## config.mk

```make
export PLATFORM = sky130hd
export DESIGN_NAME = wide_bram_reader
export DESIGN_NICKNAME = d
export VERILOG_FILES = /design/src/rtl/wide_bram_reader.sv
export SDC_FILE = /design/constraint.sdc
export NUM_CORES = 1
export LEC_CHECK = 0
export ABC_AREA = 1
export CAP_MARGIN = 5
export CORE_UTILIZATION = 40
export CTS_CLUSTER_DIAMETER = 50
export CTS_CLUSTER_SIZE = 10
export DETAILED_ROUTE_END_ITERATION = 10
export HOLD_SLACK_MARGIN = 0.06
export PLACE_DENSITY = 0.66
export SLEW_MARGIN = 20
export SYNTH_ARGS = -nofsm -noshare
export SYNTH_HDL_FRONTEND = slang
export SYNTH_SLANG_ARGS = --single-unit
```

## constraint.sdc

```tcl
create_clock -name clk -period 6.5 [get_ports clk]
set_input_delay 0.65 -clock clk [delete_from_list [all_inputs] [get_ports clk]]
set_output_delay 0.65 -clock clk [all_outputs]
set_load 0.01 [all_outputs]
```

## src/rtl/wide_bram_reader.sv

```systemverilog
// Streams a burst of consecutive words out of a synchronous block RAM.
// A two-entry skid FIFO absorbs the one-cycle RAM latency under backpressure.
`ifndef DATA_ADDR_WIDTH
`define DATA_ADDR_WIDTH 10
`endif

module wide_bram_reader #(
    parameter int ADDR_WIDTH = `DATA_ADDR_WIDTH,
    parameter int DATA_WIDTH = 64
) (
    input  logic                  clk,
    input  logic                  rst_n,
    input  logic                  start,
    input  logic [ADDR_WIDTH-1:0] base_addr,
    input  logic [ADDR_WIDTH:0]   count,
    output logic                  busy,
    output logic                  done,
    output logic [ADDR_WIDTH-1:0] mem_dout_addr,
    input  logic [DATA_WIDTH-1:0] mem_dout,
    output logic                  out_valid,
    output logic [DATA_WIDTH-1:0] out_data,
    input  logic                  out_ready
);

    typedef enum logic [1:0] {
        IDLE,
        ISSUE,
        DRAIN
    } state_t;

    localparam logic [ADDR_WIDTH:0] ONE = {{ADDR_WIDTH{1'b0}}, 1'b1};

    state_t                state;
    state_t                state_nxt;

    logic [ADDR_WIDTH-1:0] base_q;
    logic [ADDR_WIDTH:0]   count_q;
    logic [ADDR_WIDTH:0]   issued;
    logic                  inflight;
    logic                  done_q;
    logic                  done_nxt;

    logic [DATA_WIDTH-1:0] fifo [2];
    logic [1:0]            occ;
    logic                  wr_ptr;
    logic                  rd_ptr;

    logic                  accept;
    logic                  issue;
    logic                  last_issue;
    logic                  push;
    logic                  pop;
    logic                  last_pop;
    logic [2:0]            level;

    // Level counts buffered words plus the read in flight, net of this edge's pop.
    always_comb begin
        pop        = (occ != 2'd0) && out_ready;
        push       = inflight;
        level      = {1'b0, occ} + {2'b00, inflight} - {2'b00, pop};
        issue      = (state == ISSUE) && (level < 3'd2);
        last_issue = issue && ((issued + ONE) == count_q);
        last_pop   = pop && (occ == 2'd1) && !inflight;
        accept     = (state == IDLE) && start && (count != '0);
    end

    always_comb begin
        state_nxt = state;
        done_nxt  = 1'b0;
        unique case (state)
            IDLE: begin
                if (start) begin
                    if (count != '0) begin
                        state_nxt = ISSUE;
                    end else begin
                        done_nxt = 1'b1;
                    end
                end
            end
            ISSUE: begin
                if (last_issue) begin
                    state_nxt = DRAIN;
                end
            end
            DRAIN: begin
                if (last_pop) begin
                    state_nxt = IDLE;
                    done_nxt  = 1'b1;
                end
            end
            default: state_nxt = IDLE;
        endcase
    end

    always_ff @(posedge clk or negedge rst_n) begin
        if (!rst_n) begin
            state <= IDLE;
        end else begin
            state <= state_nxt;
        end
    end

    always_ff @(posedge clk or negedge rst_n) begin
        if (!rst_n) begin
            done_q   <= 1'b0;
            inflight <= 1'b0;
            base_q   <= '0;
            count_q  <= '0;
            issued   <= '0;
        end else begin
            done_q   <= done_nxt;
            inflight <= issue;
            if (accept) begin
                base_q  <= base_addr;
                count_q <= count;
                issued  <= '0;
            end else if (issue) begin
                issued <= issued + ONE;
            end
        end
    end

    always_ff @(posedge clk or negedge rst_n) begin
        if (!rst_n) begin
            occ    <= 2'd0;
            wr_ptr <= 1'b0;
            rd_ptr <= 1'b0;
        end else begin
            unique case ({push, pop})
                2'b10:   occ <= occ + 2'd1;
                2'b01:   occ <= occ - 2'd1;
                default: occ <= occ;
            endcase
            if (push) begin
                wr_ptr <= ~wr_ptr;
            end
            if (pop) begin
                rd_ptr <= ~rd_ptr;
            end
        end
    end

    // Payload storage needs no reset; occupancy alone decides validity.
    always_ff @(posedge clk) begin
        if (push) begin
            fifo[wr_ptr] <= mem_dout;
        end
    end

    assign mem_dout_addr = base_q + issued[ADDR_WIDTH-1:0];
    assign busy          = (state != IDLE);
    assign done          = done_q;
    assign out_valid     = (occ != 2'd0);
    assign out_data      = fifo[rd_ptr];

endmodule

```

# ---- Word-level counts from Yosys, hierarchy flattened
# Memory sizes are Yosys's and may differ from the RTL's.
# Cells that the tools add are included.
dict set report totals {
  ram_bits 128
  n_memories 1
  elab_cells 58
  reg_bits 40
  rom_bits 0
  latchBits 0
  out_inout_bits 77
}
dict set report op_classes {
  order_cmp 1
  bitwise 2
  n_reduce_logical 15
  n_div 0
  add_sub_neg 6
  n_mux 14
  n_eq_ne 10
  n_shift 0
  multipliers 0
}
# memory words word_bits read_ports rd_clocked_by_memory_dff write_ports line
set memory_table {}
lappend memory_table {fifo 2 64 1 0 1 43} ;# logic [DATA_WIDTH-1:0] fifo [2];
# op n
set op_table {}
lappend op_table {{11-bit 2-to-1 mux} 2}
lappend op_table {{11-bit by 1-bit adder with 11-bit output, second input constant} 1}
lappend op_table {{11-bit == test} 1}
lappend op_table {{11-bit nonzero test} 1}
lappend op_table {{10-bit adder} 1}
lappend op_table {{2-bit 2-to-1 mux} 4}
lappend op_table {{2-bit nonzero test} 4}
lappend op_table {{1-bit logical AND} 7}
lappend op_table {{2-bit by 1-bit == test with 1-bit output, second input constant} 3}
lappend op_table {{2-bit != test, second input constant} 3}
lappend op_table {{2-bit case mux with 3 select lines} 1}
lappend op_table {{1-bit 2-to-1 mux} 5}
lappend op_table {{2-bit == test, second input constant} 2}
lappend op_table {{2-bit case mux with 2 select lines} 1}
lappend op_table {{4-bit AND reduction} 1}
lappend op_table {{2-bit by 1-bit adder with 3-bit output} 1}
lappend op_table {{3-bit by 2-bit less-than comparator with 1-bit output, second input constant} 1}
lappend op_table {{3-bit by 1-bit subtractor with 3-bit output} 1}
lappend op_table {{2-bit by 1-bit adder with 2-bit output, second input constant} 1}
lappend op_table {{2-bit zero test} 1}
lappend op_table {{2-bit by 1-bit != test with 1-bit output, second input constant} 1}
lappend op_table {{1-bit NOT} 2}
lappend op_table {{1-bit case mux with 2 select lines} 1}
lappend op_table {{2-bit by 1-bit subtractor with 2-bit output, second input constant} 1}
lappend op_table {{1-bit zero test} 1}

# ---- Logic depth before layout (Yosys ltp)
dict set report depth {
  ltp_word 8
  mapped_depth 18
  mapped_depth_nobuf 18
}

# ---- Least setup slack after synthesis
# No wires, ideal clock.
dict set report synth_path {
  kind {register -> register}
  from {reg inflight}
  to {mem fifo[0][0], enable pin}
  stages_incl_launch_ff 3
  arrival_ns 3.142
  setup_slack_ns 2.870
  period_less_slack_ns 3.630
  required_time_ns 6.013
  path_buffers 0
  cell_sequence {dfrtp_1 > inv_1 > nor2_1}
}
dict set report synth_via {
  elab_chain_len 2
}
# item line
set synth_lines {}
lappend synth_lines {{from (decl)} 39} ;# logic inflight;
lappend synth_lines {{from (signal assigned)} 112} ;# inflight <= issue;
lappend synth_lines {{1-bit 2-to-1 mux} 145} ;# if (push) begin
lappend synth_lines {{1-bit 2-to-1 mux (not written as such)} 146} ;# fifo[wr_ptr] <= mem_dout;
lappend synth_lines {{to (decl)} 43}
# Every way passes these cells.

# ---- Final worst setup path
dict set report layout_path {
  from {reg issued[0]}
  to {out mem_dout_addr[8]}
}
dict set report layout_via {
  elab_chain_len 1
}
# item line
set layout_lines {}
lappend layout_lines {{from (decl)} 38} ;# logic [ADDR_WIDTH:0] issued;
lappend layout_lines {{from (signal assigned)} 118} ;# issued <= issued + ONE;
lappend layout_lines {{10-bit adder} 150} ;# assign mem_dout_addr = base_q + issued[ADDR_WIDTH-1:0];
lappend layout_lines {{to (decl)} 18} ;# output logic [ADDR_WIDTH-1:0] mem_dout_addr,
# Every way passes these cells.

==> metrics <==
Seq/Total Area, Yosys=67.5%; Fin Hold WS=0.361 ns; Synth Register Bits=168; Period minus WS final=3.68 ns; cts hold-fix bufs=0; Tot GR Track Use=17.4%; crit end category=output pin; CP max FO=5; n_diodes=0; worst setup margin=2.82 ns; Overall Power=4.42 mW; Worst EP required=5.85 ns; drt drc=0; DRT Wirelength=about 15000 um; Synth area leader=edfxtp_1; Net count, final=946; hpwl dp=10400 um; Area after DPL=9060 um2; Synth Flop Type=edfxtp_1; largest net degree at the start of global routing=66; fin cells=around 1100; Reg clk slew, reported paths=0.07 ns; Hold Path Class=input pin to async pin; worst-margin pin slew=0.928 ns; dpl ws=3.30 ns; Cell Rows=48; Initial Util=41.2%; Fin Setup TNS=0 ns; FFs w/ async S/R, synth=23.8%; wire per inst=14.3 um; number of synthesized flops with an enable pin=around 130; CTS root buffer=clkbuf_16; top cells by area, synth=edfxtp_1 54%, nand2_1 14%, dfrtp_1 14%, inv_1 2.9%, ha_1 2.1%; # H-tree levels=4; P_leak=around 4 nW; Yosys top cell area share=53.6%; drt first pass iters=4; share of cells above drive strength 1=6.19%; syn_nets=approximately 780; Post-Route Utilization=55.5%; First DRT Iteration DRCs=315; endpoints failing setup=0; die height=136 um; crit path DAT=roughly 3.0 ns; outcome=finished, final reports clean; Clock Latency Late Sink=0.43 ns; DR vias=5083; Cell Area, Synth=roughly 7200 um2; Peak Freq=0.272 GHz; Startpoint Class=flop; post-route cell area=9660 um2; synth warn=0; post-cts resize count=0; TritonCTS clock tree=built; FILL cells=1518; pwr dens=about 460 nW/um2; Clock Sink Count=about 170; postcts setup bufs=0; vias in the first global route=~4700; die width=136 um; mean post-synth cell area=10.6 um2; final hold violation count=0; Area Overhead vs Synth=34.7%; Max Slew Vio Count=0; Max Cap Viol=0; Core Footprint=17400 um2; first-pass GRT wire length=24100 um; Clock Skews=0.00926 ns; vias per cell=between 4 and 5; routability congestion estimate=0.860; die area=18500 um2; most frequent cells in the layout=275 x nand2_1, 164 x clkdlybuf4s50_1, 128 x edfxtp_1; total gr overflow=0; RSZ-0062 raised after global routing=no; PortBufs=165; clock buffer count from CTS=17; Relative slew margins=38.1%; critical setup path kind=flop to output pin; Peak VDD IR=0.312 mV; Longest Clk Path Bufs=2; initial antenna violation count=1; I/O Pins=~170; commonest non-fill, non-tap cell in the layout=nand2_1; Final Cycle Share=56.6%; Antenna Nets Post-Route=0; Placed Cells=approximately 1000; Distinct cells, synth=33; cells after synthesis=674
worst paths after layout:
path / startpoint / end / slack [ns] / cells past startpoint
max in group asynchronous: rst_n / rd_ptr / 5.49 / 1
worst max register to register: occ[1] / issued[4] / 3.62 / 12
worst min-delay path: rst_n / base_q[3] / 0.36 / 1
worst min register to register: base_q[0] / base_q[0] / 0.50 / 2
min in group clk: base_q[0] / base_q[0] / 0.50 / 2
worst max-delay path: issued[0] / mem_dout_addr[8] / 2.82 / 8
cells in the mapped netlist (2+ instances only):
master / count
nand2_1: 275
edfxtp_1: 128
inv_1: 55
dfrtp_1: 40
o21ai_0: 26
nor2_1: 25
nand3_1: 24
a21oi_1: 17
ha_1: 12
clkbuf_1: 10
xor2_1: 10
buf_1: 5
nand3b_1: 5
o22ai_1: 5
buf_2: 4
nand2_2: 4
nor3_1: 4
nand4_1: 3
nor2_4: 3
fa_1: 2
nand3_2: 2
nor2_2: 2
nor4_1: 2
xnor2_1: 2
layer usage:
layer	vias up	global-route usage, %	routed length [um]
met1	2353	23.3	7080
met2	140	27.2	7230
met3	16	4.77	955
li1	2572	-	-
met5	-	0	11
met4	2	6.17	180
final cells by class:
cell class | count | area (um2) | area share [%]
Sequential cell | 168 | 4850 | 50.1
Multi-Input combinational cell | 432 | 2050 | 21.2
Timing Repair Buffer | 169 | 1680 | 17.4
Clock buffer | 17 | 425 | 4.40
Tap cell | 225 | 282 | 2.91
Inverter | 55 | 206 | 2.14
Clock inverter | 15 | 174 | 1.80
worst max-delay path, cell delays in order, from the launching register on:
cell and delay, ns:
dfrtp_1 0.44, ha_1 0.23, inv_1 0.08, fa_1 0.41, o21ai_0 0.44, nand4_1 0.15, o211ai_1 0.13, xor2_1 0.17
clkdlybuf4s50_1 0.55
where the power goes:
| part | switching (mW) | total (mW) | internal (mW) | leakage [nW] |
|---|---|---|---|---|
| Combinational | 1.00 | 1.83 | 0.830 | 2.05 |
| Sequential | 0.130 | 1.58 | 1.45 | 1.67 |
| Clock | 0.456 | 1.01 | 0.550 | 0.285 |
cell families after synthesis:
group                      share of synthesized area, %
xor gates and xnor gates                           1.47
AOI/OAI and AO/OA                                  4.43
DFF                                                67.5
buffers and inverters                              3.94
and+or+nand+nor                                    20.0
adders and majority gates                          2.65
state kept, by name, indices dropped and copies added (netlist names):
signal    cells
wr_ptr        1
state         2
rd_ptr        1
fifo        128
done          1
issued       11
count_q      11
occ           2
base_q       10
inflight      1
(Power assumes the default switching activity.)
